## config.mk

```make
export PLATFORM = sky130hd
export DESIGN_NAME = mul_div_unit
export DESIGN_NICKNAME = d
export VERILOG_FILES = /design/src/rtl/mdu_pkg.sv /design/src/rtl/mul_div_unit.sv
export SDC_FILE = /design/constraint.sdc
export NUM_CORES = 1
export LEC_CHECK = 0
export ABC_AREA = 1
export BUFFER_PORTS_ARGS = -buffer_cell sky130_fd_sc_hd__buf_2
export CAP_MARGIN = 40
export CORE_MARGIN = 3
export CORE_UTILIZATION = 30
export CTS_CLUSTER_DIAMETER = 200
export DETAILED_ROUTE_END_ITERATION = 12
export SLEW_MARGIN = 40
export SYNTH_ARGS = -nofsm -noshare
export SYNTH_HDL_FRONTEND = slang
export SYNTH_SLANG_ARGS = --single-unit
```

## constraint.sdc

```tcl
create_clock -name clk -period 5.1 [get_ports clk]
set_input_delay 1.02 -clock clk [delete_from_list [all_inputs] [get_ports clk]]
set_output_delay 1.02 -clock clk [all_outputs]
set_load 0.05 [all_outputs]
```

## src/rtl/mdu_pkg.sv

```systemverilog
// mdu_pkg: shared constants for the multiply/divide unit.
//   - op encodings presented on the op port
//   - FSM state encoding
//   - number of shift-add / shift-subtract iterations per operation
package mdu_pkg;

  localparam logic [1:0] OP_MULTU = 2'b00;
  localparam logic [1:0] OP_MULT  = 2'b01;
  localparam logic [1:0] OP_DIVU  = 2'b10;
  localparam logic [1:0] OP_DIV   = 2'b11;

  localparam logic [1:0] ST_IDLE  = 2'd0;
  localparam logic [1:0] ST_CALC  = 2'd1;
  localparam logic [1:0] ST_DONE  = 2'd2;

  localparam int ITERATIONS = 32;

endpackage

```

## src/rtl/mul_div_unit.sv

```systemverilog
// mul_div_unit: iterative 32x32 multiply / 32/32 divide, fixed 33-cycle latency.
//
// Ports
//   clk          system clock
//   rst_n        synchronous reset, active low
//   start        request a new operation (sampled while busy=0)
//   op           00=MULTU 01=MULT 10=DIVU 11=DIV
//   A, B         multiplicand/dividend, multiplier/divisor (used at accept only)
//   busy         operation in progress
//   done         one-cycle pulse, hi/lo valid
//   hi, lo       product[63:32]/remainder, product[31:0]/quotient
//   div_by_zero  with done, divide had B=0
//
// state | meaning
// IDLE  | waiting for start
// CALC  | 32 iterations, then sign correction and result load
// DONE  | result valid (done=1); start here chains the next op
module mul_div_unit
  import mdu_pkg::*;
(
  input  logic        clk,
  input  logic        rst_n,
  input  logic        start,
  input  logic [1:0]  op,
  input  logic [31:0] A,
  input  logic [31:0] B,
  output logic        busy,
  output logic        done,
  output logic [31:0] hi,
  output logic [31:0] lo,
  output logic        div_by_zero
);

  localparam logic [5:0] ITER_LAST = 6'(ITERATIONS);

  logic [1:0]  state;
  logic [5:0]  count;
  logic        is_div;
  logic        neg_q;    // quotient / product negative
  logic        neg_r;    // remainder negative (dividend sign)
  logic        b_zero;
  logic [31:0] m;        // multiplicand or divisor magnitude
  logic [31:0] acc;      // upper product half / partial remainder
  logic [31:0] sh;       // multiplier shifting out / quotient shifting in

  logic        sel_div, sel_signed, a_neg, b_neg;
  logic [31:0] mag_a, mag_b;
  logic [32:0] add_a, add_b;
  logic [33:0] add_res;
  logic        no_borrow;
  logic [63:0] prod, prod_fix;

  assign sel_div    = (op == OP_DIVU) || (op == OP_DIV);
  assign sel_signed = (op == OP_MULT) || (op == OP_DIV);
  assign a_neg      = sel_signed & A[31];
  assign b_neg      = sel_signed & B[31];
  assign mag_a      = a_neg ? (~A + 32'd1) : A;
  assign mag_b      = b_neg ? (~B + 32'd1) : B;

  // One 33-bit adder serves both ops: add for multiply, subtract for the
  // restoring divide step. Bit 33 is the carry; for subtract it means no borrow.
  always_comb begin
    add_a   = is_div ? {acc, sh[31]} : {1'b0, acc};
    add_b   = {1'b0, m};
    add_res = {1'b0, add_a} + {1'b0, (is_div ? ~add_b : add_b)} + {33'd0, is_div};
  end
  assign no_borrow = add_res[33];

  assign prod     = {acc, sh};
  assign prod_fix = neg_q ? (~prod + 64'd1) : prod;
  assign busy     = (state == ST_CALC);

  always_ff @(posedge clk) begin
    if (!rst_n) begin
      state       <= ST_IDLE;
      count       <= '0;
      is_div      <= 1'b0;
      neg_q       <= 1'b0;
      neg_r       <= 1'b0;
      b_zero      <= 1'b0;
      m           <= '0;
      acc         <= '0;
      sh          <= '0;
      done        <= 1'b0;
      div_by_zero <= 1'b0;
      hi          <= '0;
      lo          <= '0;
    end else begin
      done        <= 1'b0;
      div_by_zero <= 1'b0;
      case (state)
        ST_IDLE, ST_DONE: begin
          if (start) begin
            state  <= ST_CALC;
            count  <= '0;
            is_div <= sel_div;
            neg_q  <= a_neg ^ b_neg;
            neg_r  <= a_neg;
            b_zero <= sel_div && (B == 32'd0);
            m      <= sel_div ? mag_b : mag_a;
            sh     <= sel_div ? mag_a : mag_b;
            acc    <= '0;
          end else begin
            state <= ST_IDLE;
          end
        end
        ST_CALC: begin
          if (count == ITER_LAST) begin
            state       <= ST_DONE;
            done        <= 1'b1;
            div_by_zero <= b_zero;
            if (is_div) begin
              // B=0 leaves |A| in the remainder, so hi comes back as A naturally.
              lo <= b_zero ? 32'hFFFF_FFFF : (neg_q ? (~sh + 32'd1) : sh);
              hi <= neg_r ? (~acc + 32'd1) : acc;
            end else begin
              hi <= prod_fix[63:32];
              lo <= prod_fix[31:0];
            end
          end else begin
            count <= count + 6'd1;
            if (is_div) begin
              acc <= no_borrow ? add_res[31:0] : {acc[30:0], sh[31]};
              sh  <= {sh[30:0], no_borrow};
            end else if (sh[0]) begin
              acc <= add_res[32:1];
              sh  <= {add_res[0], sh[31:1]};
            end else begin
              acc <= {1'b0, acc[31:1]};
              sh  <= {acc[0], sh[31:1]};
            end
          end
        end
        default: state <= ST_IDLE;
      endcase
    end
  end

endmodule

```

======== After elaboration in Yosys (flattened, before gate mapping) ========
Index checks and enable logic that the tools add are counted.
W data, S select, Z words.
operators by class
  $add $sub $neg .......................... 8
  equality and inequality tests ........... 9
  muxes and demuxes ....................... 30
  bitwise operators ....................... 9
  reductions and logical operators ........ 12
operators with widths
  cell                     number
  $mux W32                 18
  $add A32 B1 Y32 const B  4
  $not A32 Y32             4
  $pmux W32 S2             2
  $mux W33                 2
  $add A64 B1 Y64 const B  1
  $mux W64                 1
  $not A64 Y64             1
  $add A33 B33 Y34         1
  $add A34 B1 Y34          1
  $not A32 Y33             1
  $logic_not A32 Y1        1
  $mux W6                  2
  $pmux W6 S2              1
  $add A6 B1 Y6 const B    1
  $eq A2 B2 Y1 const B     3
  $eq A6 B6 Y1 const B     1
  $reduce_and A2 Y1        3
  $reduce_and A3 Y1        2
  $eq A2 B1 Y1 const B     2
  $ne A2 B2 Y1 const B     2
  $pmux W2 S2              1
  $and A1 B1 Y1            2
  $logic_not A2 Y1         1
  8 further kinds          10
word-level totals
  flip-flop bits (word level) ............. 174
  input bits .............................. 69

======== Depth between registers and ports, before layout ========
  depth in word-level cells ............... 8
  depth in mapped cells ................... 23

======== Least setup slack after synthesis ========
OpenSTA, ideal clock, no wires.
  kind .................................... flip-flop to flip-flop
  start point ............................. reg is_div
  end point ............................... reg acc[21]
  setup time .............................. 0.132 ns
  arrival time ............................ 2.885 ns
  setup slack ............................. 2.082 ns
  cell stages (with the launch flop) ...... 21
  path buffers ............................ 5
  period minus slack after synthesis ...... 3.018 ns
  cell sequence ........................... dfxtp_1 > buf_2 > buf_2 > buf_2 > buf_1 > nand2_1 > o21ai_0 > ha_1 > nand2_1 > inv_2 > a21oi_1 > inv_1 > a21oi_1 > nand3_2 > nand2_4 > nand2_4 > nor2_4 > buf_6 > nand2_1 > nand4_1 > a21oi_1
between the ends
  cells in the longest elaborated chain, start to end .. 7
  elaborated cells between the ends (all ways) .. 9
  those cells by class .................... 2 x add/sub; 7 x mux
RTL lines
  what                         RTL line                                  RTL
  start, declared              mul_div_unit.sv:38                        logic is_div;
  start signal, assigned       mul_div_unit.sv:96                        is_div <= sel_div;
  $mux W33 (on tied branches)  mul_div_unit.sv:63, mul_div_unit.sv:65
  $add A33 B33 Y34             mul_div_unit.sv:65                        add_res = {1'b0, add_a} + {1'b0, (is_div ? ~add_b : add_b)} + {33'd0, is_div};
  $add A34 B1 Y34              mul_div_unit.sv:65
  $mux W32 (on tied branches)  mul_div_unit.sv:125, mul_div_unit.sv:123
  $mux W32 (*)                 mul_div_unit.sv:122                       if (is_div) begin
  $mux W32 (*)                 mul_div_unit.sv:108                       if (count == ITER_LAST) begin
  $pmux W32 S2 (*)             mul_div_unit.sv:91                        case (state)
  end signal, assigned         mul_div_unit.sv:123                       acc <= no_borrow ? add_res[31:0] : {acc[30:0], sh[31]};
  end signal, assigned         mul_div_unit.sv:126                       acc <= add_res[32:1];
  end signal, assigned         mul_div_unit.sv:129                       acc <= {1'b0, acc[31:1]};
  end, declared                mul_div_unit.sv:43                        logic [31:0] acc;
Mark *: on every way between the ends. The rest lies on a longest branch, timed or not. The select of a mux whose other input is x is not followed.
A chain may end at the register's enable or synchronous reset.

======== Worst setup path after layout ========
  start point ............................. reg is_div
  end point ............................... reg acc[4]
The elaborated chain is that of the path after synthesis.

==> summary.txt <==
Status
  • Status: finished clean

Die
  • Chip height: 236 microns
  • Starting density of the core: 0.306
  • Area of the die: 55700 sq um
  • Number of top-level pins: 136
  • Die X: 236 microns
  • Core ar.: 51800 sq um
  • Row cnt: 83

Drt
  • Vias after detailed routing: 18375
  • Vias per inst: 5.25
  • Final wirelength: 64.9 mm
  • Post-route ant nets: 0
  • Pre-antenna DRT Iters: 6
  • 1st-iter DRT viols: 1830
  • DRC violations left: 0
  • DR WL/cell: 18.5 microns

Critical path
  • CP Max Fanout: 71
  • Req. time, crit path: 5.42 ns
  • Crit path max-delay cell type: dfxtp_4
  • CP Capture Type: flop
  • Delay-heaviest family, CP: simple AND/OR/NAND/NOR gates
  • Critical-path cell list: buf_12, o21ai_0, ha_1, nand2_1, inv_2, a21oi_1, inv_1, a21oi_1, nand3_2, nand2_4, nand2_4, nor2_4, nand2_1, nand4_1, a21oi_1
  • Critical setup path kind: flop to flop
  • Most frequent CP cell: a21oi_1
  • Crit path buffers/inverters: 3
  • CP arrival: 4.07 ns
  • Startpoint Class: flop
  • CP max stage delay: 0.66 ns

Logic synthesis
  • Sequential area share after synthesis: 0.220
  • Syn Area/Cell: 5.74 sq um
  • Synth area leaders: dfxtp_1 (22%), nand2_1 (17%), o21ai_0 (8.3%)
  • Top cells by count, synth: nand2_1 (713), nor2_1 (320), inv_1 (309)
  • FF+latch count, synth: 174
  • Cell taking the most area after synthesis: dfxtp_1
  • Synth async-reset ratio: 0
  • Most common cell in the synthesized netlist: nand2_1
  • Post-synth top flop: dfxtp_1
  • Synth unique cells: 52
  • Cells after Synth: 2765
  • Post-synth EDFFs: 0
  • Net count after synthesis: 2872
  • Main combinational cell family by area after synthesis: simple AND/OR/NAND/NOR gates
  • Mux contribution to synthesized area: 0
  • XOR/XNOR share of the synthesized area: 0.0690
  • Post-Syn Area: 15900 sq um
  • Compound-cell area share of the yosys netlist: 0.201
  • Share of the synthesized area in the top cell type: 0.220
  • Adder-Cell Fraction of Synth Area: 0.0304
  • Synth warnings: 0
  • Simple-gate area share of the yosys netlist: 0.371

Timing
  • Slew margin rel.: 0.510
  • Crit share post-route: 0.735
  • RSZ-0062 raised after global routing: false
  • Fmax: 267 MHz
  • Worst Max-Slew Pin Slew: 0.732 ns
  • Final Hold Fails: 0
  • Worst clock skew: 0.0178 ns
  • Setup violations, final: 0
  • Final Max Slew Viols: 0
  • Fin Setup TNS: 0 ns
  • Final min period: 3.75 ns

Power
  • Power per Cell Area: 246 nW/um^2
  • Switching share of power: 0.396
  • LEAKAGE: 8.27 nW
  • Seq pwr share: 0.354
  • Int Pwr: 2.63 mW
  • P_sw: 1.72 mW
  • Clock power share: 0.329
  • Maximum VDD drop: 0.254 mV
  • Combinational Power Share: 0.317

Clock network
  • CTS Root Buffer Type: clkbuf_16
  • Post_cts resized: 0
  • CTS Buf Count: 17
  • Setup Buffers After CTS: 0
  • Clock Latency Late Sink: 0.46 ns
  • Hold_buf cts: 0
  • Worst-path clk slew: 0.07 ns
  • Clock Path Buffers: 2
  • Htree depth: 4
  • CTS tree: done
  • Clk sinks: 174

Global routing
  • Vias in the first global route: 16634
  • Antenna violations before repair: 1
  • First-pass GRT wire length: 98.4 mm
  • Largest net degree at the start of global routing: 97
  • Remaining global-route overflow: 0
  • GRT Resource Usage Total: 0.224

Place
  • Count of input and output buffers: 135
  • Gpl congestion: 0.965
  • Placement Cell Area: 17100 sq um
  • Final HPWL DP: 51.0 mm

Cells and area
  • Diode count: 0
  • Share of layout cells above drive strength 1: 0.0850
  • Post-route cell area: 17700 sq um
  • Total Nets Final: 2917
  • Layout area overhead: 11.5%

Flow run
  • Max Cap Viol: 0

Worst hold path
  • Worst Hold Class: flop to flop
-- power groups by stage --
stage / Clock [mW] / Sequential [mW] / Combinational [mW]
after floorplan: 0 / 1.50 / 0.953
after global placement: 0 / 1.57 / 1.35
after detailed placement: 0 / 1.57 / 1.35
after CTS: 1.45 / 1.53 / 1.36
after global routing: 1.51 / 1.55 / 1.53
final: 1.43 / 1.54 / 1.38
-- logic make-up (layout without fill, tap and decap cells) --
kind of cell	count (synthesis)	after routing
simple gates	1384	1384
compound gates	594	594
buf+inv	450	508
flops	174	174
xor+xnor	125	125
fa+ha+maj	38	38
-- metal layers --
metal / vias up / global-route usage / wire, microns
li1: 9128 / - / -
met1: 8394 / 0.309 / 28800
met2: 739 / 0.356 / 29100
met3: 112 / 0.0366 / 4830
met4: 2 / 0.0752 / 2210
met5: - / 0 / 13
-- sequential cells by signal, indices dropped and copies added, names as in the netlist --
name	flops
acc	32
b_zero	1
count	6
div_by_zero	1
done	1
hi	32
is_div	1
lo	32
m	32
neg_q	1
neg_r	1
sh	32
state	2
-- area by class of cell --
class | instances | area (sq um)
Tap cell | 680 | 851
Inverter | 321 | 1210
Sequential cell | 174 | 3490
Timing Repair Buffer | 155 | 861
Multi-Input combinational cell | 2141 | 10700
Clock buffer | 20 | 447
Fill cell | 5909 | 34100
Clock inverter | 12 | 179
-- worst register-to-register path: stages, from the launching register on --
cell     delay, ns
dfxtp_4       0.66
buf_12        0.35
o21ai_0       0.21
ha_1          0.37
nand2_1       0.14
inv_2         0.04
a21oi_1       0.18
inv_1         0.10
a21oi_1       0.18
nand3_2       0.16
nand2_4       0.16
nand2_4       0.25
nor2_4        0.53
nand2_1       0.11
nand4_1       0.11
a21oi_1       0.08
-- cells in the final DEF (no fill, tap or decap), types with 7 or more instances in the layout --
master | Yosys | routed
buf_4 | 0 | 17
xnor2_1 | 13 | 13
a31oi_1 | 27 | 27
clkbuf_16 | 0 | 17
nand3_1 | 200 | 200
nor3_1 | 32 | 32
ha_1 | 37 | 37
inv_2 | 8 | 7
or2_2 | 10 | 10
inv_1 | 309 | 309
nand2_1 | 713 | 713
o21bai_1 | 9 | 9
o21ai_0 | 263 | 263
nand3b_1 | 16 | 16
o211ai_1 | 26 | 26
nor2_1 | 320 | 318
dfxtp_1 | 174 | 171
nand4_1 | 55 | 55
xor2_1 | 112 | 112
a21oi_1 | 229 | 229
buf_2 | 21 | 134
o21ai_1 | 13 | 13
-- stage by stage --
step | setup slack (ns) | utilization | cells | total power, mW | hold slack (ns)
after global routing | 1.10 | 0.341 | 3503 | 4.59 | 0.526
final | 1.35 | 0.341 | 3503 | 4.35 | 0.495
after floorplan | 2.08 | - | 2765 | 2.46 | 0.437
after detailed placement | 1.43 | 0.329 | 3471 | 2.91 | 0.480
after CTS | 1.40 | 0.341 | 3503 | 4.34 | 0.497
after global placement | 1.49 | 0.329 | 3471 | 2.92 | 0.473
-- path summary, 6_finish.rpt --
check,from,to,slack (ns),cells after the start
hold reg to reg,m[10],m[10],0.49,2
setup reg to reg,is_div,acc[4],1.35,15
setup / recovery,is_div,acc[4],1.35,15
hold / removal,m[10],m[10],0.49,2
No activity file was read; power rests on OpenSTA's default activity.
